==> config.mk <==
export PLATFORM = sky130hd
export DESIGN_NAME = seq_player_flat
export DESIGN_NICKNAME = d
export VERILOG_FILES = /design/src/rtl/seq_player_if.sv /design/src/rtl/seq_player.sv /design/src/flat_wrapper.sv
export SDC_FILE = /design/constraint.sdc
export NUM_CORES = 1
export LEC_CHECK = 0
export CORE_UTILIZATION = 40
export CTS_CLUSTER_SIZE = 28
export DETAILED_ROUTE_END_ITERATION = 6
export MAX_ROUTING_LAYER = met4
export PLACE_DENSITY = 0.71
export SYNTH_ARGS = -nofsm -noshare
export SYNTH_HDL_FRONTEND = slang
export SYNTH_SLANG_ARGS = --single-unit
==> constraint.sdc <==
create_clock -name clk -period 2.05 [get_ports clk]
set_clock_uncertainty 0.15 [all_clocks]
set_input_delay 0.205 -clock clk [delete_from_list [all_inputs] [get_ports clk]]
set_output_delay 0.205 -clock clk [all_outputs]
set_load 0.01 [all_outputs]
==> src/rtl/seq_player_if.sv <==
`default_nettype none
//////////////////////////////////////////////////////////////////////////////
// seq_player_if : strobe inputs and LED/status outputs of seq_player  rev 1.0
//////////////////////////////////////////////////////////////////////////////
interface seq_player_if #(
   parameter int WIDTH = 2,
   parameter int DEPTH = 8
) ();
   logic                         tick;
   logic                         rec_stb;
   logic [WIDTH-1:0]             pat_in;
   logic                         pause_stb;
   logic                         clr_stb;
   logic [WIDTH-1:0]             leds;
   logic [$clog2(DEPTH+1)-1:0]   count;
   logic                         full;
   logic [1:0]                   state;

   modport master (
      output tick, rec_stb, pat_in, pause_stb, clr_stb,
      input  leds, count, full, state
   );

   modport slave (
      input  tick, rec_stb, pat_in, pause_stb, clr_stb,
      output leds, count, full, state
   );
endinterface
`default_nettype wire

==> src/rtl/seq_player.sv <==
`default_nettype none
//////////////////////////////////////////////////////////////////////////////
// seq_player : ring-buffer pattern recorder with tick-driven LED replay  rev 1.0
//////////////////////////////////////////////////////////////////////////////
module seq_player #(
   parameter int WIDTH     = 2,
   parameter int DEPTH     = 8,
   parameter bit LOOP      = 1'b1,
   parameter bit OVERWRITE = 1'b1
) (
   input wire          clk,
   input wire          rst_n,
   seq_player_if.slave bus
);

   localparam int c_AW = $clog2(DEPTH);
   localparam int c_CW = $clog2(DEPTH+1);

   typedef enum logic [1:0] {
      ST_EMPTY = 2'd0,
      ST_PLAY  = 2'd1,
      ST_PAUSE = 2'd2,
      ST_DONE  = 2'd3
   } state_t;

   logic [WIDTH-1:0] r_mem [DEPTH];
   logic [c_AW-1:0]  r_head;
   logic [c_AW-1:0]  r_wptr;
   logic [c_AW-1:0]  r_idx;
   logic [c_CW-1:0]  r_count;
   logic [WIDTH-1:0] r_leds;
   state_t           r_state;

   logic [c_AW-1:0]  w_head_nxt;
   logic [c_AW-1:0]  w_wptr_nxt;
   logic [c_AW-1:0]  w_idx_nxt;
   logic [c_CW-1:0]  w_count_nxt;
   logic [WIDTH-1:0] w_leds_nxt;
   state_t           w_state_nxt;
   logic             w_wr_en;
   logic             w_full;
   logic             w_last;
   logic [c_AW-1:0]  w_rd_addr;
   logic [WIDTH-1:0] w_rd_data;

   assign w_full    = (r_count == c_CW'(DEPTH));
   assign w_last    = (c_CW'(r_idx) == (r_count - c_CW'(1)));
   assign w_rd_addr = r_head + r_idx;
   // Read uses the pre-edge head and contents, so a same-cycle write or overwrite never leaks in.
   assign w_rd_data = r_mem[w_rd_addr];

   always_comb begin
      w_head_nxt  = r_head;
      w_wptr_nxt  = r_wptr;
      w_idx_nxt   = r_idx;
      w_count_nxt = r_count;
      w_leds_nxt  = r_leds;
      w_state_nxt = r_state;
      w_wr_en     = 1'b0;

      if (bus.clr_stb) begin
         w_head_nxt  = '0;
         w_wptr_nxt  = '0;
         w_idx_nxt   = '0;
         w_count_nxt = '0;
         w_leds_nxt  = '0;
         w_state_nxt = ST_EMPTY;
      end else begin
         if (bus.rec_stb) begin
            if (!w_full) begin
               w_wr_en     = 1'b1;
               w_wptr_nxt  = r_wptr + c_AW'(1);
               w_count_nxt = r_count + c_CW'(1);
            end else if (OVERWRITE) begin
               w_wr_en    = 1'b1;
               w_wptr_nxt = r_wptr + c_AW'(1);
               w_head_nxt = r_head + c_AW'(1);
            end
         end

         case (r_state)
            ST_EMPTY: begin
               if (bus.rec_stb) begin
                  w_state_nxt = ST_PLAY;
                  w_idx_nxt   = '0;
               end
            end
            ST_PLAY: begin
               if (bus.pause_stb) begin
                  w_state_nxt = ST_PAUSE;
               end else if (bus.tick) begin
                  w_leds_nxt = w_rd_data;
                  if (w_last) begin
                     if (LOOP) w_idx_nxt   = '0;
                     else      w_state_nxt = ST_DONE;
                  end else begin
                     w_idx_nxt = r_idx + c_AW'(1);
                  end
               end
            end
            ST_PAUSE: begin
               if (bus.pause_stb) w_state_nxt = ST_PLAY;
            end
            ST_DONE: begin
               if (bus.pause_stb) begin
                  w_state_nxt = ST_PLAY;
                  w_idx_nxt   = '0;
               end
            end
            default: w_state_nxt = ST_EMPTY;
         endcase
      end
   end

   always_ff @(posedge clk or negedge rst_n) begin
      if (!rst_n) begin
         r_head  <= '0;
         r_wptr  <= '0;
         r_idx   <= '0;
         r_count <= '0;
         r_leds  <= '0;
         r_state <= ST_EMPTY;
      end else begin
         r_head  <= w_head_nxt;
         r_wptr  <= w_wptr_nxt;
         r_idx   <= w_idx_nxt;
         r_count <= w_count_nxt;
         r_leds  <= w_leds_nxt;
         r_state <= w_state_nxt;
      end
   end

   always_ff @(posedge clk) begin
      if (w_wr_en) r_mem[r_wptr] <= bus.pat_in;
   end

   assign bus.leds  = r_leds;
   assign bus.count = r_count;
   assign bus.full  = w_full;
   assign bus.state = r_state;

endmodule
`default_nettype wire

==> src/flat_wrapper.sv <==
// flat-port wrapper written by rule: the top's interface ports become plain ports
module seq_player_flat 
#(
   parameter int WIDTH     = 2,
   parameter int DEPTH     = 8,
   parameter bit LOOP      = 1'b1,
   parameter bit OVERWRITE = 1'b1
)
  (clk, rst_n, bus_tick, bus_rec_stb, bus_pat_in, bus_pause_stb, bus_clr_stb, bus_leds, bus_count, bus_full, bus_state);
  seq_player_if #(.WIDTH(WIDTH), .DEPTH(DEPTH)) bus_i ();
  input wire clk;
  input wire rst_n;
  input wire logic [$bits(bus_i.tick)-1:0] bus_tick;
  input wire logic [$bits(bus_i.rec_stb)-1:0] bus_rec_stb;
  input wire logic [$bits(bus_i.pat_in)-1:0] bus_pat_in;
  input wire logic [$bits(bus_i.pause_stb)-1:0] bus_pause_stb;
  input wire logic [$bits(bus_i.clr_stb)-1:0] bus_clr_stb;
  output wire logic [$bits(bus_i.leds)-1:0] bus_leds;
  output wire logic [$bits(bus_i.count)-1:0] bus_count;
  output wire logic [$bits(bus_i.full)-1:0] bus_full;
  output wire logic [$bits(bus_i.state)-1:0] bus_state;
  assign bus_i.tick = bus_tick;
  assign bus_i.rec_stb = bus_rec_stb;
  assign bus_i.pat_in = bus_pat_in;
  assign bus_i.pause_stb = bus_pause_stb;
  assign bus_i.clr_stb = bus_clr_stb;
  assign bus_leds = bus_i.leds;
  assign bus_count = bus_i.count;
  assign bus_full = bus_i.full;
  assign bus_state = bus_i.state;
  seq_player #(.WIDTH(WIDTH), .DEPTH(DEPTH), .LOOP(LOOP), .OVERWRITE(OVERWRITE)) u_core (.clk(clk), .rst_n(rst_n), .bus(bus_i));
endmodule
==> flow_summary.rst <==
.. list-table::
   :header-rows: 1

   * - Metric
     - Value
   * - Antenna Nets Post-Route
     - 0
   * - Simple-gate area share of the yosys netlist
     - 0.141
   * - Worst Reg2Reg Path Length in Cells
     - 6
   * - Buf+Inv Stages, Crit Path
     - 1
   * - Mean instance size in the synthesized netlist
     - 12.3 sq um
   * - Vias in the first global route
     - 1083
   * - Final number of hold-violating endpoints
     - 0
   * - RSZ-0062 raised after global routing
     - no
   * - CTS H-tree depth
     - 2
   * - Area growth from synthesis to layout
     - 22.3%
   * - Slew at the pin closest to its max-slew limit
     - 0.343 ns
   * - Count of nets after finishing
     - around 180
   * - Number of setup violations in the final report
     - 0
   * - Port-buffer cells
     - 16
   * - Path category of the worst min-delay check
     - in -> async
   * - Data arrival time of the critical path
     - 1.95 ns
   * - Power per cell area
     - 675 nW/um^2
   * - Aggregate routed wire length
     - a little under 3000 microns
   * - Num CTS Buffers
     - 5
   * - Complex-gate fraction of the synthesized area
     - 0.0739
   * - Clock-pin slew on the worst setup and hold paths
     - ~0.070 ns
   * - Max stage delay on crit path
     - 0.58 ns
   * - Combinational family with the most area after synthesis
     - simple AND/OR/NAND/NOR gates
   * - Tot GR Track Use
     - 0.168
   * - Vertical die dimension
     - approximately 66 microns
   * - Site row count
     - 22
   * - Initial standard-cell utilization of the core
     - 0.431
   * - CTS Sinks
     - 33
   * - Minimum clock period
     - 1.93 ns
   * - Area share of the largest cell type after synthesis
     - 0.296
   * - Dominant register cell in the synthesized netlist
     - sky130_fd_sc_hd__dfrtp_1
   * - Critical path startpoint category
     - flip-flop
   * - Crit. End Element
     - flip-flop
   * - DIE WIDTH
     - 65.7 microns
   * - Gate family responsible for the most delay along the worst path
     - adder cells
   * - Leading post-synthesis cells by cell area
     - sky130_fd_sc_hd__edfxtp_1, sky130_fd_sc_hd__dfrtp_1, sky130_fd_sc_hd__mux4_2, sky130_fd_sc_hd__ha_1, sky130_fd_sc_hd__xor2_1
   * - First-pass DRT Iterations
     - 4
   * - Cell chosen for the clock root
     - sky130_fd_sc_hd__clkbuf_8
   * - Die Footprint
     - 4320 sq um
   * - Beginning of the worst register-to-register path
     - u_core.r_idx[0]$_DFFE_PN0P_
   * - Startpoint-to-endpoint class of the critical path
     - reg -> reg
   * - Detail Placement HPWL
     - 2190 microns
   * - Number of synthesized register bits
     - 33
   * - Mux cell area share after synthesis
     - 0.0862
   * - Largest net degree at the start of global routing
     - 18
   * - Slowest cell on the critical path
     - sky130_fd_sc_hd__fa_2
   * - Max Clk Rate
     - roughly 520 MHz
   * - Fraction of layout instances using a drive strength above 1
     - 0.160
   * - Endpoint of the most critical register-to-register path
     - u_core.bus.leds[1]$_DFFE_PN0P_
   * - Filler Cells Inserted
     - 319
   * - Adder-cell share of the synthesized area
     - 0.0585
   * - Hold bufs inserted after CTS
     - 0
   * - Wire length of the first global-routing pass
     - 5120 microns
   * - Dominant cell type by area after synthesis
     - sky130_fd_sc_hd__edfxtp_1
   * - Max-slew headroom at the worst pin
     - 0.771
   * - Number of antenna violations at the first check in global routing
     - 0
   * - Drt drc
     - 0
   * - Synth Area in XOR/XNOR
     - 0.0593
   * - GR Overflow Total
     - 0
   * - Worst Hold Slack
     - 0.122 ns
   * - Detailed Route Iter0 Violations
     - 32
   * - FFs w/ async S/R, synth
     - 0.515
   * - Number of nets in the synthesized netlist
     - 147
   * - Count of pins over their slew limit
     - 0
   * - Outcome
     - finished, final reports clean
   * - Warnings, synthesis
     - 0
   * - Core region area
     - 3770 sq um
   * - Netlist area before placement
     - 1630 sq um
   * - Longest Clk Path Bufs
     - 2
   * - Critical path cell sequence
     - ha_1 > inv_1 > fa_2 > mux4_2 > mux2i_1 > o21ai_1
   * - Clock Latency Late Sink
     - 0.28 ns
   * - Critical path required time
     - 2.07 ns
   * - Share of the clock period used by the worst path after layout
     - 0.943
   * - Post-Synthesis Cells
     - 132
   * - Inserted Diodes
     - 0
   * - Max-cap violations
     - 0
   * - Reg-to-reg slack, setup
     - 0.12 ns
   * - I/O pin total
     - 17
   * - Number of flops mapped to enable cells by yosys
     - 16
   * - Part of the Yosys area used for sequential elements
     - 0.557
   * - Count of different cell masters after synthesis
     - 32
   * - Via count
     - between 1k and 1.5k
   * - Setup Total Neg Slack
     - 0 ns
   * - Maximum fanout encountered on the critical timing path
     - 4
   * - Lkg Pwr
     - 0.817 nW
   * - Final estimated routing congestion in global placement
     - approximately 0.72
   * - Via density per instance
     - 5.10
   * - IR drop worst, VDD
     - 0.335 mV
   * - Routed wire length per instance
     - 14.1 microns
   * - CTS tree
     - yes
==> routing by layer <==
metal  GRT usage  vias up  share of wire  routed length [microns]
met4      0.0625        0          0.018                       53
met2       0.245       24           0.48                     1410
li1            -      526              -                        -
met3      0.0521        7          0.033                       97
met1       0.220      515           0.47                     1390
met5           -        -              0                        0
==> power breakdown <==
group	leakage (nW)	internal, mW	switching, mW
Sequential	0.377	0.712	0.0172
Combinational	0.395	0.0739	0.0731
Clock	0.0439	0.234	0.232
Total	0.817	1.02	0.322
==> layout make-up <==
cell class / count / area, sq um / area share
clock buffer: 5 / 68.8 / 0.0346
clock inverter: 3 / 17.5 / 0.00881
inverter: 7 / 26.3 / 0.0132
multi-input combinational: 89 / 683 / 0.344
sequential: 33 / 906 / 0.456
tap: 48 / 60.1 / 0.0302
timing repair buffer: 25 / 226 / 0.114
==> cells by family after synthesis <==
logic type                 count (synthesis)
AOI/OAI and AO/OA                         17
xor gates and xnor gates                  11
adders and majority gates                  7
buffers and inverters                     10
DFF                                       33
muxes                                      9
and+or+nand+nor                           45
==> state kept, by name (all words and copies together) (netlist names) <==
register,cells
u_core.r_head,3
u_core.bus.state,2
u_core.bus.count,4
u_core.r_idx,3
u_core.r_wptr,3
u_core.r_mem,16
u_core.bus.leds,2
==> placed cells by master (no fill, tap or decap), types with 6 or more instances in the layout <==
master	n
sky130_fd_sc_hd__buf_4	9
sky130_fd_sc_hd__clkdlybuf4s50_1	15
sky130_fd_sc_hd__dfrtp_1	17
sky130_fd_sc_hd__edfxtp_1	16
sky130_fd_sc_hd__ha_1	6
sky130_fd_sc_hd__inv_1	7
sky130_fd_sc_hd__nand2_1	9
sky130_fd_sc_hd__nor2_1	16
sky130_fd_sc_hd__xor2_1	7
==> synth_stat cells (all sizes together), types with 2 or more instances <==
master	instances
dfrtp	17
edfxtp	16
nand2b	3
mux4	4
xnor2	4
a21oi	5
mux2i	5
o21ai	4
ha	6
nand3b	5
xor2	7
nor3	2
nor2	16
nor3b	2
a22o	2
nand2	9
nand3	4
inv	7
clkbuf	2
==> what timing repair did <==
item / CTS / global route
endpoints found under the setup margin: 1 / 2
gates resized for setup: 1 / 2
setup buffers: 1 / 0
pin swaps: 0 / 1
==> worst max-delay path by stage <==
stage / slack (ns) / to / from / cells past startpoint
5_1_grt: 0.02 / u_core.bus.leds[1]$_DFFE_PN0P_ / u_core.r_idx[0]$_DFFE_PN0P_ / 6
3_3_place_gp: 0.12 / u_core.bus.leds[1]$_DFFE_PN0P_ / u_core.r_idx[0]$_DFFE_PN0P_ / 6
3_5_place_dp: 0.03 / u_core.bus.leds[1]$_DFFE_PN0P_ / u_core.r_idx[0]$_DFFE_PN0P_ / 6
6_report: 0.12 / u_core.bus.leds[1]$_DFFE_PN0P_ / u_core.r_idx[0]$_DFFE_PN0P_ / 6
2_1_floorplan: 0.09 / u_core.bus.leds[0]$_DFFE_PN0P_ / u_core.r_idx[0]$_DFFE_PN0P_ / 6
4_1_cts: 0.01 / u_core.bus.leds[1]$_DFFE_PN0P_ / u_core.r_idx[0]$_DFFE_PN0P_ / 6
==> metrics by stage <==
step | util | setup slack, ns | instances | instance area [sq um] | total power [mW]
floorplan | - | 0.0864 | 132 | 1630 | 0.817
global placement | 0.502 | 0.116 | 201 | 1890 | 0.879
global route | 0.527 | 0.0181 | 210 | 1990 | 1.40
finish | 0.527 | 0.118 | 210 | 1990 | 1.34
CTS | 0.527 | 0.0128 | 210 | 1990 | 1.36
detailed placement | 0.502 | 0.0311 | 201 | 1890 | 0.887
Note: power is estimated with default switching activity, not from simulation.
